### config.mk
export PLATFORM = sky130hd
export DESIGN_NAME = serial_add_ctrl_flat
export DESIGN_NICKNAME = d
export VERILOG_FILES = /design/src/rtl/serial_add_ctrl_pkg.sv /design/src/rtl/serial_add_ctrl_if.sv /design/src/rtl/serial_add_ctrl_ser_shift_reg.sv /design/src/rtl/serial_add_ctrl.sv /design/src/flat_wrapper.sv
export SDC_FILE = /design/constraint.sdc
export NUM_CORES = 1
export LEC_CHECK = 0
export CORE_MARGIN = 5
export CORE_UTILIZATION = 46
export CTS_CLUSTER_DIAMETER = 150
export DETAILED_ROUTE_END_ITERATION = 10
export PLACE_DENSITY = 0.79
export SLEW_MARGIN = 20
export SYNTH_ARGS = -nofsm -noshare
export SYNTH_HDL_FRONTEND = slang
export SYNTH_SLANG_ARGS = --single-unit
### constraint.sdc
create_clock -name clk -period 2 [get_ports clk]
set_clock_uncertainty 0.2 [all_clocks]
set_input_delay 0.4 -clock clk [delete_from_list [all_inputs] [get_ports clk]]
set_output_delay 0.4 -clock clk [all_outputs]
set_load 0.01 [all_outputs]
### src/rtl/serial_add_ctrl_pkg.sv
// Shared types and sizing helpers for the serial adder sequencer.
package serial_add_pkg;

  typedef enum logic [1:0] {
    IDLE,
    SHIFT,
    DONE
  } state_t;

  localparam int unsigned DEFAULT_N = 4;

  // Bit-counter width; never narrower than one bit.
  function automatic int unsigned cnt_width(input int unsigned n);
    return (n < 2) ? 1 : $clog2(n);
  endfunction

endpackage

### src/rtl/serial_add_ctrl_if.sv
// Operand, serial and result signals between the sequencer and its neighbours.
interface serial_add_ctrl_if
  import serial_add_pkg::*;
#(
  parameter int unsigned N = DEFAULT_N
) ();

  logic         in_valid;
  logic         in_ready;
  logic [N-1:0] a;
  logic [N-1:0] b;
  logic         ser_en;
  logic         ser_first;
  logic         ser_a;
  logic         ser_b;
  logic         ser_sum;
  logic         ser_cout;
  logic         out_valid;
  logic         out_ready;
  logic [N-1:0] sum;
  logic         cout;

  // Environment side: producer of operands, serial adder, result consumer.
  modport master (
    output in_valid, a, b, ser_sum, ser_cout, out_ready,
    input  in_ready, ser_en, ser_first, ser_a, ser_b, out_valid, sum, cout
  );

  // Sequencer side.
  modport slave (
    input  in_valid, a, b, ser_sum, ser_cout, out_ready,
    output in_ready, ser_en, ser_first, ser_a, ser_b, out_valid, sum, cout
  );

endinterface

### src/rtl/serial_add_ctrl_ser_shift_reg.sv
// N-bit right-shift register: sync load, shift enable, serial in at the MSB.
module ser_shift_reg
  import serial_add_pkg::*;
#(
  parameter int unsigned N = DEFAULT_N
) (
  input  logic         clk,
  input  logic         rst,
  input  logic         load,
  input  logic [N-1:0] load_val,
  input  logic         shift,
  input  logic         ser_in,
  output logic [N-1:0] q
);

  // Load has priority over shift; reset clears the register.
  always_ff @(posedge clk) begin
    if (rst)        q <= '0;
    else if (load)  q <= load_val;
    else if (shift) q <= {ser_in, q[N-1:1]};
  end

endmodule

### src/rtl/serial_add_ctrl.sv
// Sequencer around an external bit-serial adder: parallel in, LSB-first serial
// out, serial sum back in, parallel registered result out.
module serial_add_ctrl
  import serial_add_pkg::*;
#(
  parameter int unsigned N  = DEFAULT_N,
  parameter int unsigned CW = cnt_width(N)
) (
  input logic              clk,
  input logic              rst,
  serial_add_ctrl_if.slave bus
);

  state_t        state;
  state_t        state_nxt;
  logic [CW-1:0] cnt;
  logic [N-1:0]  a_q;
  logic [N-1:0]  b_q;
  logic [N-1:0]  sum_q;
  logic          accept;
  logic          shifting;
  logic          last;
  logic          unused_bits;

  assign accept   = (state == IDLE) && bus.in_valid;
  assign shifting = (state == SHIFT);
  assign last     = shifting && (cnt == CW'(N - 1));

  // Only the operand LSBs and the upper sum bits feed logic.
  assign unused_bits = ^{a_q[N-1:1], b_q[N-1:1], sum_q[0]};

  ser_shift_reg #(.N(N)) u_a_sh (
    .clk(clk), .rst(rst), .load(accept), .load_val(bus.a),
    .shift(shifting), .ser_in(1'b0), .q(a_q)
  );

  ser_shift_reg #(.N(N)) u_b_sh (
    .clk(clk), .rst(rst), .load(accept), .load_val(bus.b),
    .shift(shifting), .ser_in(1'b0), .q(b_q)
  );

  ser_shift_reg #(.N(N)) u_sum_sh (
    .clk(clk), .rst(rst), .load(accept), .load_val('0),
    .shift(shifting), .ser_in(bus.ser_sum), .q(sum_q)
  );

  // State register.
  always_ff @(posedge clk) begin
    if (rst) state <= IDLE;
    else     state <= state_nxt;
  end

  // Next-state logic.
  always_comb begin
    state_nxt = state;
    unique case (state)
      IDLE:    if (bus.in_valid) state_nxt = SHIFT;
      SHIFT:   if (last)          state_nxt = DONE;
      DONE:    if (bus.out_ready) state_nxt = IDLE;
      default: state_nxt = IDLE;
    endcase
  end

  // Bit counter: cleared on accept, holds at N-1 after the last bit so it never wraps.
  always_ff @(posedge clk) begin
    if (rst)                   cnt <= '0;
    else if (accept)           cnt <= '0;
    else if (shifting && !last) cnt <= cnt + 1'b1;
  end

  // Capture the result, including the final sum bit still on the serial input.
  always_ff @(posedge clk) begin
    if (rst) begin
      bus.sum  <= '0;
      bus.cout <= 1'b0;
    end else if (last) begin
      bus.sum  <= {bus.ser_sum, sum_q[N-1:1]};
      bus.cout <= bus.ser_cout;
    end
  end

  // State-decoded handshake and serial outputs.
  always_comb begin
    bus.in_ready  = 1'b0;
    bus.out_valid = 1'b0;
    bus.ser_en    = 1'b0;
    bus.ser_first = 1'b0;
    bus.ser_a     = 1'b0;
    bus.ser_b     = 1'b0;
    unique case (state)
      IDLE:  bus.in_ready = 1'b1;
      SHIFT: begin
        bus.ser_en    = 1'b1;
        bus.ser_first = (cnt == '0);
        bus.ser_a     = a_q[0];
        bus.ser_b     = b_q[0];
      end
      DONE:  bus.out_valid = 1'b1;
      default: ;
    endcase
  end

endmodule

### src/flat_wrapper.sv
// flat-port wrapper written by rule: the top's interface ports become plain ports
module serial_add_ctrl_flat import serial_add_pkg::*;
#(
  parameter int unsigned N  = DEFAULT_N,
  parameter int unsigned CW = cnt_width(N)
)
  (clk, rst, bus_in_valid, bus_a, bus_b, bus_ser_sum, bus_ser_cout, bus_out_ready, bus_in_ready, bus_ser_en, bus_ser_first, bus_ser_a, bus_ser_b, bus_out_valid, bus_sum, bus_cout);
  serial_add_ctrl_if #(.N(N)) bus_i ();
  input logic clk;
  input logic rst;
  input wire logic [$bits(bus_i.in_valid)-1:0] bus_in_valid;
  input wire logic [$bits(bus_i.a)-1:0] bus_a;
  input wire logic [$bits(bus_i.b)-1:0] bus_b;
  input wire logic [$bits(bus_i.ser_sum)-1:0] bus_ser_sum;
  input wire logic [$bits(bus_i.ser_cout)-1:0] bus_ser_cout;
  input wire logic [$bits(bus_i.out_ready)-1:0] bus_out_ready;
  output wire logic [$bits(bus_i.in_ready)-1:0] bus_in_ready;
  output wire logic [$bits(bus_i.ser_en)-1:0] bus_ser_en;
  output wire logic [$bits(bus_i.ser_first)-1:0] bus_ser_first;
  output wire logic [$bits(bus_i.ser_a)-1:0] bus_ser_a;
  output wire logic [$bits(bus_i.ser_b)-1:0] bus_ser_b;
  output wire logic [$bits(bus_i.out_valid)-1:0] bus_out_valid;
  output wire logic [$bits(bus_i.sum)-1:0] bus_sum;
  output wire logic [$bits(bus_i.cout)-1:0] bus_cout;
  assign bus_i.in_valid = bus_in_valid;
  assign bus_i.a = bus_a;
  assign bus_i.b = bus_b;
  assign bus_i.ser_sum = bus_ser_sum;
  assign bus_i.ser_cout = bus_ser_cout;
  assign bus_i.out_ready = bus_out_ready;
  assign bus_in_ready = bus_i.in_ready;
  assign bus_ser_en = bus_i.ser_en;
  assign bus_ser_first = bus_i.ser_first;
  assign bus_ser_a = bus_i.ser_a;
  assign bus_ser_b = bus_i.ser_b;
  assign bus_out_valid = bus_i.out_valid;
  assign bus_sum = bus_i.sum;
  assign bus_cout = bus_i.cout;
  serial_add_ctrl #(.N(N), .CW(CW)) u_core (.clk(clk), .rst(rst), .bus(bus_i));
endmodule
# Word-level counts from Yosys, hierarchy flattened
# Index checks and enable logic that the tools add are counted.
# word_totals
ff_bits	21
latch_bits	0
ram_bits	0
mem_bits_ro	0
out_inout_bits	11
word_cells	37
mem_count	0
# classes
addsub	1
n_mul	0
n_div	0
magnitude_cmp	0
n_eq_ne	6
shift	0
mux	14
bitwise	0
n_reduce_logical	9
# ops
op	count
4-bit two-way mux	4
1-bit two-way mux	6
2-bit two-way mux	3
2-bit inequality test (second input constant)	3
2-bit case mux with 3 select lines	1
2-bit == test (second input constant)	2
2-bit logical NOT	2
1-bit logical AND	3
3-bit AND reduction	1
2-bit by 1-bit adder with 2-bit output (second input constant)	1
2-bit by 1-bit == test with 1-bit output (second input constant)	1
2-bit nonzero test	1
2-bit OR reduction	1
1-bit logical NOT	1

# Longest topological paths before layout
# Gate-level depths: netlist of run 1.
# logic_depth
depth_word	4
mapped_depth	6
ltp_nobuf	4

# Modules after synthesis
# Synthesis of run 1 repeated with hierarchy kept, for this count alone.
# hier_totals
cells_unflattened	102
hier_area_um2	983.4
# modules_own_cells
mod	n_inst	cells_per_inst	area_per_inst_um2	seq_area_each_um2
ser_shift_reg	3	18	190.2	80.1
serial_add_ctrl	1	48	412.9	180.2

# Least setup slack after synthesis of run 1
# OpenSTA, ideal clock, no wires.
# synth_timing
path_kind	flip-flop to output port
startpoint	register u_core.state[1]
endpoint	output port bus_ser_a
t_arrival_ns	0.971
required_ns	1.400
slack_ns	0.429
path_stages_with_launch	6
path_buffers	2
path_cell_list	dfxtp_1 -> buf_6 -> nand2b_4 -> inv_2 -> buf_4 -> and2_1
# synth_between
elab_chain_cells	2
# synth_lines
element	line	rtl
start, declared	serial_add_ctrl.sv:14	state_t state;
start signal, assigned	serial_add_ctrl.sv:50	else state <= state_nxt;
2-bit by 1-bit == test with 1-bit output	serial_add_ctrl.sv:90	unique case (state)
1-bit two-way mux	serial_add_ctrl.sv:90	
end, declared	flat_wrapper.sv:20	output wire logic [$bits(bus_i.ser_a)-1:0] bus_ser_a;
# Every way passes these cells.

# Worst setup path after layout of run 1
# layout_timing
startpoint	register u_core.state[1]
endpoint	output port bus_ser_first
# layout_between
elab_chain_cells	2
# layout_lines
element	line	rtl
2-bit by 1-bit == test with 1-bit output	serial_add_ctrl.sv:90	
1-bit two-way mux	serial_add_ctrl.sv:90	
end, declared	flat_wrapper.sv:19	output wire logic [$bits(bus_i.ser_first)-1:0] bus_ser_first;
# Every way passes these cells.

==> impl_metrics.py, run 1 <==
metrics = {
    "status": {
        "outcome": "finished, final reports clean",
    },
    "placed_design": {
        "routabilityCongestion": 0.761,
        "placed_cells": 159,
        "dpl-instance-area_mm2": 0.00119,
        "total_of_buffers_placed_on_input_and_output_ports": 24,
        "placement_setup_slack_ns": 0.0304,
        "dpl.hpwl_um": 1560,
    },
    "timing": {
        "period_share_pct": 95.6,
        "worst_slew_margin_rel_pct": 77.2,
        "timing.final.setup_violations": 0,
        "finalHoldViolCount": 0,
        "rsz0062_at_grt": "false",
        "worst-slew-pin-transition_ns": 0.342,
        "finalWorstPathRequiredPeriod_ns": 1.91,
        "setup_ws_ns": 0.0881,
        "setup_total_negative_slack_ns": 0,
        "fmaxAchievable_mhz": 523,
        "fin_hold_ws_ns": 0.268,
        "slew_violations": 0,
    },
    "floorplanning": {
        "placementRows": 16,
        "start_util_pct": 47.9,
        "boundaryPins": 25,
        "die_outline_height_um": 55.0,
        "fp.coreArea_mm2": 0.00194,
        "die_area_mm2": 0.00302,
        "fp.dieW_um": 55.0,
    },
    "drt": {
        "ant_nets": 0,
        "detail_route.wirelength_um": 2030,
        "viasPerCell": 4.96,
        "drt-met1-wl_um": 876,
        "wire_per_inst_um": 12.4,
        "met2_length_um": 1050,
        "route.detailed.drc": 0,
        "wl_met3_um": 72,
        "first_pass_iters": 5,
        "drt_iter0_markers": 11,
        "topRoutingLayerUsed": "met4",
        "detailroute.via_count": 808,
    },
    "synth": {
        "ys_seq_elements": 20,
        "mappedNetlistArea_um2": 931,
        "synth_mux_area_share_pct": 0,
        "syn_avg_cell_area_um2": 8.54,
        "synthDistinctLibCells": 27,
        "synth_area_in_compound_gates_pct": 14.5,
        "combinational_family_with_the_most_area_after_synthesis": "simple AND/OR/NAND/NOR gates",
        "synth_adder_area_share_pct": 2.69,
        "synth_seq_area_share_pct": 43.0,
        "async_flop_share_pct": 0,
        "synthesis.yosys.warnings": 0,
        "synth_edf_count": 0,
        "net_count_after_synthesis": 125,
        "synth_xor_area_share_pct": 0.941,
        "area_share_of_and_or_nand_nor_cells_after_synthesis_pct": 31.5,
        "synthesis.instances": 109,
        "postSynth.topFlopCell": "dfxtp_1",
    },
    "cells_and_area": {
        "num_antenna_cells": 0,
        "multi_input_comb_area_um2": 462,
        "design.final.nets": 153,
        "finalCoreUtilization_pct": 63.9,
        "drive_above_1_share_pct": 14.0,
        "layout.cells.non_filler": 163,
        "layout.area.seq_um2": 403,
        "fillers": 170,
        "post-route-cell-area_mm2": 0.00124,
        "syn_to_final_growth_pct": 33.3,
    },
    "clock_network": {
        "cts.reportedPaths.clkPinSlew_ns": 0.11,
        "tritoncts.num_buffers": 3,
        "clock_tree_from_tritoncts": "done",
        "htreeDepth": 1,
        "hold_buffers": 0,
        "buffers_inserted_by_post_cts_timing_repair": 0,
        "cts_resized": 7,
        "clock_tree.root_cell": "clkbuf_4",
        "clock_latency_of_the_later_clocked_register_in_the_worst_skew_pair_ns": 0.31,
        "tritoncts_num_sinks": 20,
        "clock_tree.buffer_depth": 2,
    },
    "pwr": {
        "finalPower_uw": 905,
        "power_per_cell_area_mw_per_mm2": 729,
        "vdd.ir_drop.worst_mv": 0.598,
        "power.leakage_nw": 0.476,
    },
    "hold_path": {
        "min_path_type": "reg -> reg",
    },
    "run": {
        "maxcap_viol_count": 0,
    },
    "setup_path": {
        "worst_setup_path_start_kind": "register",
        "worstPathRequired_ns": 1.40,
        "reg2reg_setup_slack_ns": 0.43,
        "critical_path_arrival_ns": 1.31,
        "crit_fanout": 5,
        "setup.worst_path.end_class": "output port",
        "type_of_the_setup_path_with_the_least_slack": "reg -> out",
    },
    "global_routing": {
        "wire_length_of_the_first_global_routing_pass_um": 3510,
        "grt_antenna_before_repair": 0,
        "pin_count_of_the_biggest_net_entering_global_routing": 13,
        "grt_pass1_vias": 803,
        "groute.usage.overall_pct": 16.3,
        "overflow": 0,
    },
}
## sequential cells by signal, indices dropped and copies added, names as in the netlist
name               cells
u_core.cnt             2
u_core.bus.cout        1
u_core.u_b_sh.q        4
u_core.u_a_sh.q        4
u_core.state           2
u_core.bus.sum         4
u_core.u_sum_sh.q      3
## cell families after synthesis
group,after synthesis
flip-flops,20
AND/OR/NAND/NOR,52
AO/OA/AOI/OAI,24
buffers and inverters,10
XOR/XNOR,1
adder cells (fa/ha/maj),2
## cells in the final DEF (no fill, tap or decap), drive strengths merged, types with 2 or more instances in the layout
cell,netlist,final
a211oi,4,4
a21oi,18,18
and2,3,3
buf,5,6
clkbuf,2,3
clkdlybuf4s50,0,19
dfxtp,20,20
dlygate4sd2,0,5
ha,2,2
inv,3,3
nand2,18,18
nand2b,3,3
nand3,7,7
nor2,10,10
nor3,2,2
nor3b,2,2
or2b,2,2
or3b,3,3
## cell type report
type / instances / area share, %
clock buffers: 3 / 1.81
clock inverters: 1 / 2.42
inverters: 3 / 0.907
multi-input cells: 79 / 37.2
flip-flops and latches: 20 / 32.5
well taps: 27 / 2.72
repair buffers: 30 / 22.5
## cells in the mapped netlist, types with 2 or more instances
| library cell | n | area (µm²) |
|---|---|---|
| dfxtp_1 | 20 | 400 |
| a21oi_1 | 18 | 90.1 |
| nand2_1 | 18 | 67.6 |
| nor2_1 | 10 | 37.5 |
| nand3_1 | 7 | 35.0 |
| a211oi_1 | 4 | 30.0 |
| and2_1 | 3 | 18.8 |
| buf_6 | 3 | 33.8 |
| or3b_1 | 3 | 26.3 |
| ha_1 | 2 | 25.0 |
| inv_1 | 2 | 7.51 |
| nor3_1 | 2 | 10.0 |
| nor3b_4 | 2 | 37.5 |
| or2b_1 | 2 | 15.0 |
## path summary, 6_finish.rpt
path,start,cells past startpoint,to
worst max-delay path,u_core.state[1]$_SDFFE_PP0P_,4,bus_ser_first
worst min-delay path,u_core.u_sum_sh.q[1]$_SDFFE_PP0P_,2,u_core.u_sum_sh.q[1]$_SDFFE_PP0P_
worst max register to register,u_core.state[1]$_SDFFE_PP0P_,4,u_core.u_a_sh.q[2]$_SDFFE_PP0P_
worst min register to register,u_core.u_sum_sh.q[1]$_SDFFE_PP0P_,2,u_core.u_sum_sh.q[1]$_SDFFE_PP0P_
## critical path, stage by stage (launching register included)
cell and delay [ns]:
dfxtp_1 0.39, nand2b_4 0.15, inv_2 0.05, and2_1 0.14
dlygate4sd2_1 0.27
## power by group
group	internal [mW]	total, mW	switching (mW)	leakage (nW)
clock	0.203	0.337	0.135	0.0279
sequential	0.418	0.429	0.0116	0.164
combinational	0.0736	0.138	0.0645	0.284
## metal layers
layer | global-route usage (%) | vias up
met5 | 0 | -
met4 | 7.29 | 0
met3 | 3.49 | 3
met2 | 27.4 | 16
met1 | 19.8 | 372
li1 | - | 417
Note: power is estimated with default switching activity, not from simulation.
==> inputs of run 2 (changes only) <==
CORE_UTILIZATION = 47   (was 46)
SYNTH_HIERARCHICAL = 1   (was not set)
==> impl_metrics.py, run 2 <==
metrics = {
    "placed_design": {
        "dpl.hpwl_um": 1450,
        "routabilityCongestion": 0.693,
        "placed_cells": 154,
        "total_of_buffers_placed_on_input_and_output_ports": 24,
    },
    "global_routing": {
        "grt_pass1_vias": 727,
        "groute.usage.overall_pct": 13.6,
        "grt_antenna_before_repair": 0,
        "pin_count_of_the_biggest_net_entering_global_routing": 21,
        "overflow": 0,
        "wire_length_of_the_first_global_routing_pass_um": 2930,
    },
    "timing": {
        "slew_violations": 0,
        "timing.final.setup_violations": 0,
        "rsz0062_at_grt": "false",
        "setup_total_negative_slack_ns": 0,
        "finalHoldViolCount": 0,
        "period_share_pct": 95.9,
        "finalWorstPathRequiredPeriod_ns": 1.92,
        "fmaxAchievable_mhz": 521,
    },
    "pwr": {
        "power_per_cell_area_mw_per_mm2": 648,
        "share_of_power_burned_in_the_clock_network_pct": 28.1,
        "power.leakage_nw": 0.502,
        "vdd.ir_drop.worst_mv": 0.483,
        "swShare_pct": 24.4,
        "share_of_power_burned_in_combinational_logic_pct": 18.6,
        "power_frac_seq_pct": 53.3,
        "internal_power_uw": 620,
        "net_load_switching_power_uw": 200,
    },
    "synth": {
        "mappedNetlistArea_um2": 940,
        "synthesis.instances": 98,
        "synthesis.yosys.warnings": 6,
        "syn_avg_cell_area_um2": 9.59,
    },
    "drt": {
        "wire_per_inst_um": 11.8,
        "detailroute.via_count": 755,
        "first_pass_iters": 4,
        "viasPerCell": 4.75,
        "drt_iter0_markers": 4,
        "ant_nets": 0,
        "route.detailed.drc": 0,
        "detail_route.wirelength_um": 1880,
    },
    "clock_network": {
        "clock_tree.root_cell": "clkbuf_4",
        "clock_latency_of_the_later_clocked_register_in_the_worst_skew_pair_ns": 0.29,
        "tritoncts.num_buffers": 3,
        "clock_tree_from_tritoncts": "done",
        "clock_tree.buffer_depth": 2,
        "htreeDepth": 1,
        "hold_buffers": 0,
        "tritoncts_num_sinks": 20,
        "cts.reportedPaths.clkPinSlew_ns": 0.11,
    },
    "setup_path": {
        "cp_slowest_cell": "dfxtp_2",
        "worstPathCellList": "and2b_2, and2_1, dlygate4sd2_1",
        "worst_setup_path_start_kind": "register",
        "crit_family": "simple AND/OR/NAND/NOR gates",
        "worstPathRequired_ns": 1.40,
        "critical_path_buf_inv_count": 1,
        "crit_fanout": 5,
        "setup.worst_path.end_class": "output port",
        "type_of_the_setup_path_with_the_least_slack": "reg -> out",
        "max_stage_delay_ns": 0.34,
        "critical_path_arrival_ns": 1.32,
    },
    "floorplanning": {
        "die_area_mm2": 0.00299,
        "fp.dieW_um": 54.7,
        "fp.coreArea_mm2": 0.00194,
        "start_util_pct": 48.4,
        "die_outline_height_um": 54.7,
        "boundaryPins": 25,
        "placementRows": 16,
    },
    "cells_and_area": {
        "reg_top3": "u_core/bus.sum: 4 flops, u_core/u_a_sh/q: 4 flops, u_core/u_b_sh/q: 4 flops",
        "num_antenna_cells": 0,
        "mostFrequentLayoutCell": "dfxtp_1",
        "fillers": 174,
        "design.final.nets": 149,
        "final_cell_mix": "19 x dfxtp_1, 18 x clkdlybuf4s50_1, 12 x mux2i_1, 11 x nor2b_1, 11 x a211oi_1",
        "layout.cells.non_filler": 159,
        "drive_above_1_share_pct": 11.4,
        "syn_to_final_growth_pct": 34.8,
    },
    "run": {
        "maxcap_viol_count": 0,
    },
    "hold_path": {
        "min_path_type": "reg -> reg",
    },
    "status": {
        "outcome": "finished, final reports clean",
    },
}
[run 2: path summary, 6_finish.rpt]
| path | from | endpoint | slack (ns) | cells past startpoint |
|---|---|---|---|---|
| setup / recovery | u_core/state[1]$_SDFFE_PP0P_ | bus_ser_b | 0.08 | 3 |
| hold / removal | u_core/bus.sum[1]$_SDFFE_PP0P_ | u_core/bus.sum[1]$_SDFFE_PP0P_ | 0.27 | 2 |
| setup reg to reg | u_core/state[1]$_SDFFE_PP0P_ | u_core/u_a_sh/q[0]$_SDFFE_PP0P_ | 0.45 | 5 |
| hold reg to reg | u_core/bus.sum[1]$_SDFFE_PP0P_ | u_core/bus.sum[1]$_SDFFE_PP0P_ | 0.27 | 2 |
[run 2: repair_timing]
action | in CTS | in global routing
hold endpoints to repair | 0 | 0
pin swaps | 0 | 0
endpoints found under the setup margin | 6 | 1
buffers inserted | 1 | 0
resized for setup | 10 | 1
[run 2: per-layer routing]
metal	wire length (µm)	up-vias	global-route usage [%]	part of all wire, %
li1	-	399	-	-
met1	810	338	15.4	43
met2	977	18	24.8	52
met3	93	0	2.45	4.9
met4	0	0	4.98	0
met5	0	-	0	0
[run 2: cell type report]
cell class,instances,area [µm²],area share [%]
multi-input cells,72,494,39.0
flip-flops and latches,20,402,31.7
well taps,27,33.8,2.67
clock buffers,4,36.3,2.87
inverters,5,18.8,1.48
repair buffers,31,282,22.2
[run 2: worst reg2reg max path, delay by kind of cell, from the launching register on]
kind	cells	cell delay, ns
simple gates	1	0.25
mux	1	0.13
flops	1	0.34
buf+inv	2	0.32
compound gates	1	0.23
[run 2: metrics by stage]
step                util [%]  worst slack, ns  hold WS, ns  power, mW  instance area (µm²)
floorplan                  -            0.129        0.243      0.543                  955
global placement        63.4            0.122        0.240      0.597                 1230
detailed placement      63.4           0.0991        0.255      0.602                 1230
CTS                     65.5          0.00479        0.271      0.834                 1270
global route            65.2         0.000858        0.302      0.863                 1270
finish                  65.2           0.0821        0.268      0.820                 1270
[run 2: power groups by stage]
stage	Clock, mW	Combinational, mW	Sequential [mW]
after floorplan	0	0.0990	0.444
after global placement	0	0.152	0.445
after CTS	0.242	0.155	0.437
after detailed placement	0	0.156	0.446
final	0.230	0.153	0.437
after global routing	0.255	0.167	0.440
==> inputs of run 3 (changes only) <==
CORE_UTILIZATION = 50   (was 47)
CTS_BUF_LIST = sky130_fd_sc_hd__clkbuf_4   (was not set)
PLACE_DENSITY = 0.83   (was 0.79)
==> impl_metrics.py, run 3 (same netlist as run 2, synthesis figures left out) <==
metrics = {
    "status": {
        "outcome": "finished, final reports clean",
    },
    "timing": {
        "slew_violations": 0,
        "rsz0062_at_grt": "false",
        "timing.final.setup_violations": 0,
        "finalHoldViolCount": 0,
        "fmaxAchievable_mhz": 524,
        "finalWorstPathRequiredPeriod_ns": 1.91,
        "setup_total_negative_slack_ns": 0,
        "period_share_pct": 95.5,
    },
    "floorplanning": {
        "fp.dieW_um": 53.4,
        "placementRows": 15,
        "die_outline_height_um": 53.4,
        "die_area_mm2": 0.00285,
        "boundaryPins": 25,
        "start_util_pct": 53.3,
        "fp.coreArea_mm2": 0.00176,
    },
    "cells_and_area": {
        "reg_top3": "u_core/bus.sum: 4 flops, u_core/u_a_sh/q: 4 flops, u_core/u_b_sh/q: 4 flops",
        "mostFrequentLayoutCell": "dfxtp_1",
        "final_cell_mix": "19 x dfxtp_1, 18 x clkdlybuf4s50_1, 12 x mux2i_1",
        "drive_above_1_share_pct": 14.1,
        "post-route-cell-area_mm2": 0.00128,
        "num_antenna_cells": 0,
        "syn_to_final_growth_pct": 35.8,
        "design.final.nets": 153,
    },
    "drt": {
        "route.detailed.drc": 0,
        "wire_per_inst_um": 12.3,
        "detail_route.wirelength_um": 1960,
        "ant_nets": 0,
        "drt_iter0_markers": 4,
        "viasPerCell": 4.88,
        "first_pass_iters": 2,
        "detailroute.via_count": 780,
    },
    "clock_network": {
        "clock_tree_from_tritoncts": "done",
        "clock_tree.buffer_depth": 2,
        "hold_buffers": 0,
        "clock_tree.root_cell": "clkbuf_4",
        "tritoncts_num_sinks": 20,
        "clock_latency_of_the_later_clocked_register_in_the_worst_skew_pair_ns": 0.29,
        "htreeDepth": 1,
        "tritoncts.num_buffers": 3,
        "cts.reportedPaths.clkPinSlew_ns": 0.10,
    },
    "run": {
        "maxcap_viol_count": 0,
    },
    "global_routing": {
        "grt_pass1_vias": 800,
        "grt_antenna_before_repair": 0,
        "met2_track_utilization_from_global_routing_pct": 28.4,
        "overflow": 0,
        "busiest_layer": "met2",
        "globalRouteMet1Util_pct": 18.6,
        "pin_count_of_the_biggest_net_entering_global_routing": 21,
        "met3_global_route_usage_pct": 2.54,
        "wire_length_of_the_first_global_routing_pass_um": 3340,
        "groute.usage.overall_pct": 15.9,
    },
    "setup_path": {
        "worstPathRequired_ns": 1.40,
        "setup.worst_path.end_class": "output port",
        "worst_setup_path_start_kind": "register",
        "crit_fanout": 5,
        "type_of_the_setup_path_with_the_least_slack": "reg -> out",
        "critical_path_arrival_ns": 1.31,
    },
    "placed_design": {
        "total_of_buffers_placed_on_input_and_output_ports": 24,
        "dpl-instance-area_mm2": 0.00124,
        "routabilityCongestion": 0.734,
        "dpl.hpwl_um": 1480,
    },
    "pwr": {
        "vdd.ir_drop.worst_mv": 0.397,
        "power.leakage_nw": 0.513,
        "power_per_cell_area_mw_per_mm2": 615,
    },
    "hold_path": {
        "min_path_type": "reg -> reg",
    },
}
## run 3: changes by cell type in the layout (fill, tap and decap cells not counted), sizes merged
cell         before  now
buf               8   13
dlygate4sd2       5    4
clkbuf            4    3
## run 3: path summary, 6_finish.rpt
check	from	end	slack [ns]	depth (start not counted)
max	u_core/state[1]$_SDFFE_PP0P_	bus_ser_b	0.09	4
min	u_core/bus.cout$_SDFFE_PP0P_	u_core/bus.cout$_SDFFE_PP0P_	0.26	2
max reg2reg	u_core/state[1]$_SDFFE_PP0P_	u_core/u_a_sh/q[3]$_SDFFE_PP0P_	0.45	5
min reg2reg	u_core/bus.cout$_SDFFE_PP0P_	u_core/bus.cout$_SDFFE_PP0P_	0.26	2
## run 3: layer usage
metal  part of all wire [%]  vias up  routed length (µm)
li1                       -      408                   -
met1                     46      357                 911
met2                     50       13                 975
met3                    3.1        2                  61
met4                   0.61        0                  12
met5                      0        -                   0
## run 3: area by class of cell
| cell class | instances | area, µm² |
|---|---|---|
| Sequential cell | 20 | 402 |
| Fill cell | 155 | 488 |
| Multi-Input combinational cell | 72 | 494 |
| Tap cell | 25 | 31.3 |
| Inverter | 5 | 18.8 |
| Clock buffer | 3 | 22.5 |
| Timing Repair Buffer | 35 | 308 |
## run 3: worst max-delay path, cell delays in order, from the launching register on
cell	delay (ns)
dfxtp_2	0.34
and2b_2	0.25
buf_4	0.15
and2_1	0.15
buf_2	0.13
## run 3: stage by stage
stage / hold WS [ns] / worst slack (ns) / cells / power [mW] / utilization [%]
6_report: 0.260 / 0.0905 / 160 / 0.785 / 72.3
5_1_grt: 0.302 / 0.0248 / 160 / 0.831 / 72.3
4_1_cts: 0.268 / 0.00399 / 160 / 0.794 / 72.7
3_5_place_dp: 0.253 / 0.0534 / 154 / 0.608 / 70.5
3_3_place_gp: 0.244 / 0.0677 / 154 / 0.602 / 70.5
2_1_floorplan: 0.243 / 0.129 / 102 / 0.543 / -
## run 3: repair_timing
action                                  4_1_cts  5_1_grt
resized for setup                            13        1
cloned                                        0        0
endpoints found under the setup margin        6        1
buffers inserted                              3        0
hold endpoints to repair                      0        0
## run 3: power by group
group / leakage (nW) / internal [mW] / total (mW) / switching [mW]
sequential: 0.165 / 0.423 / 0.438 / 0.0146
clock: 0.0138 / 0.0699 / 0.183 / 0.113
combinational: 0.334 / 0.0937 / 0.164 / 0.0700
total: 0.513 / 0.587 / 0.785 / 0.198
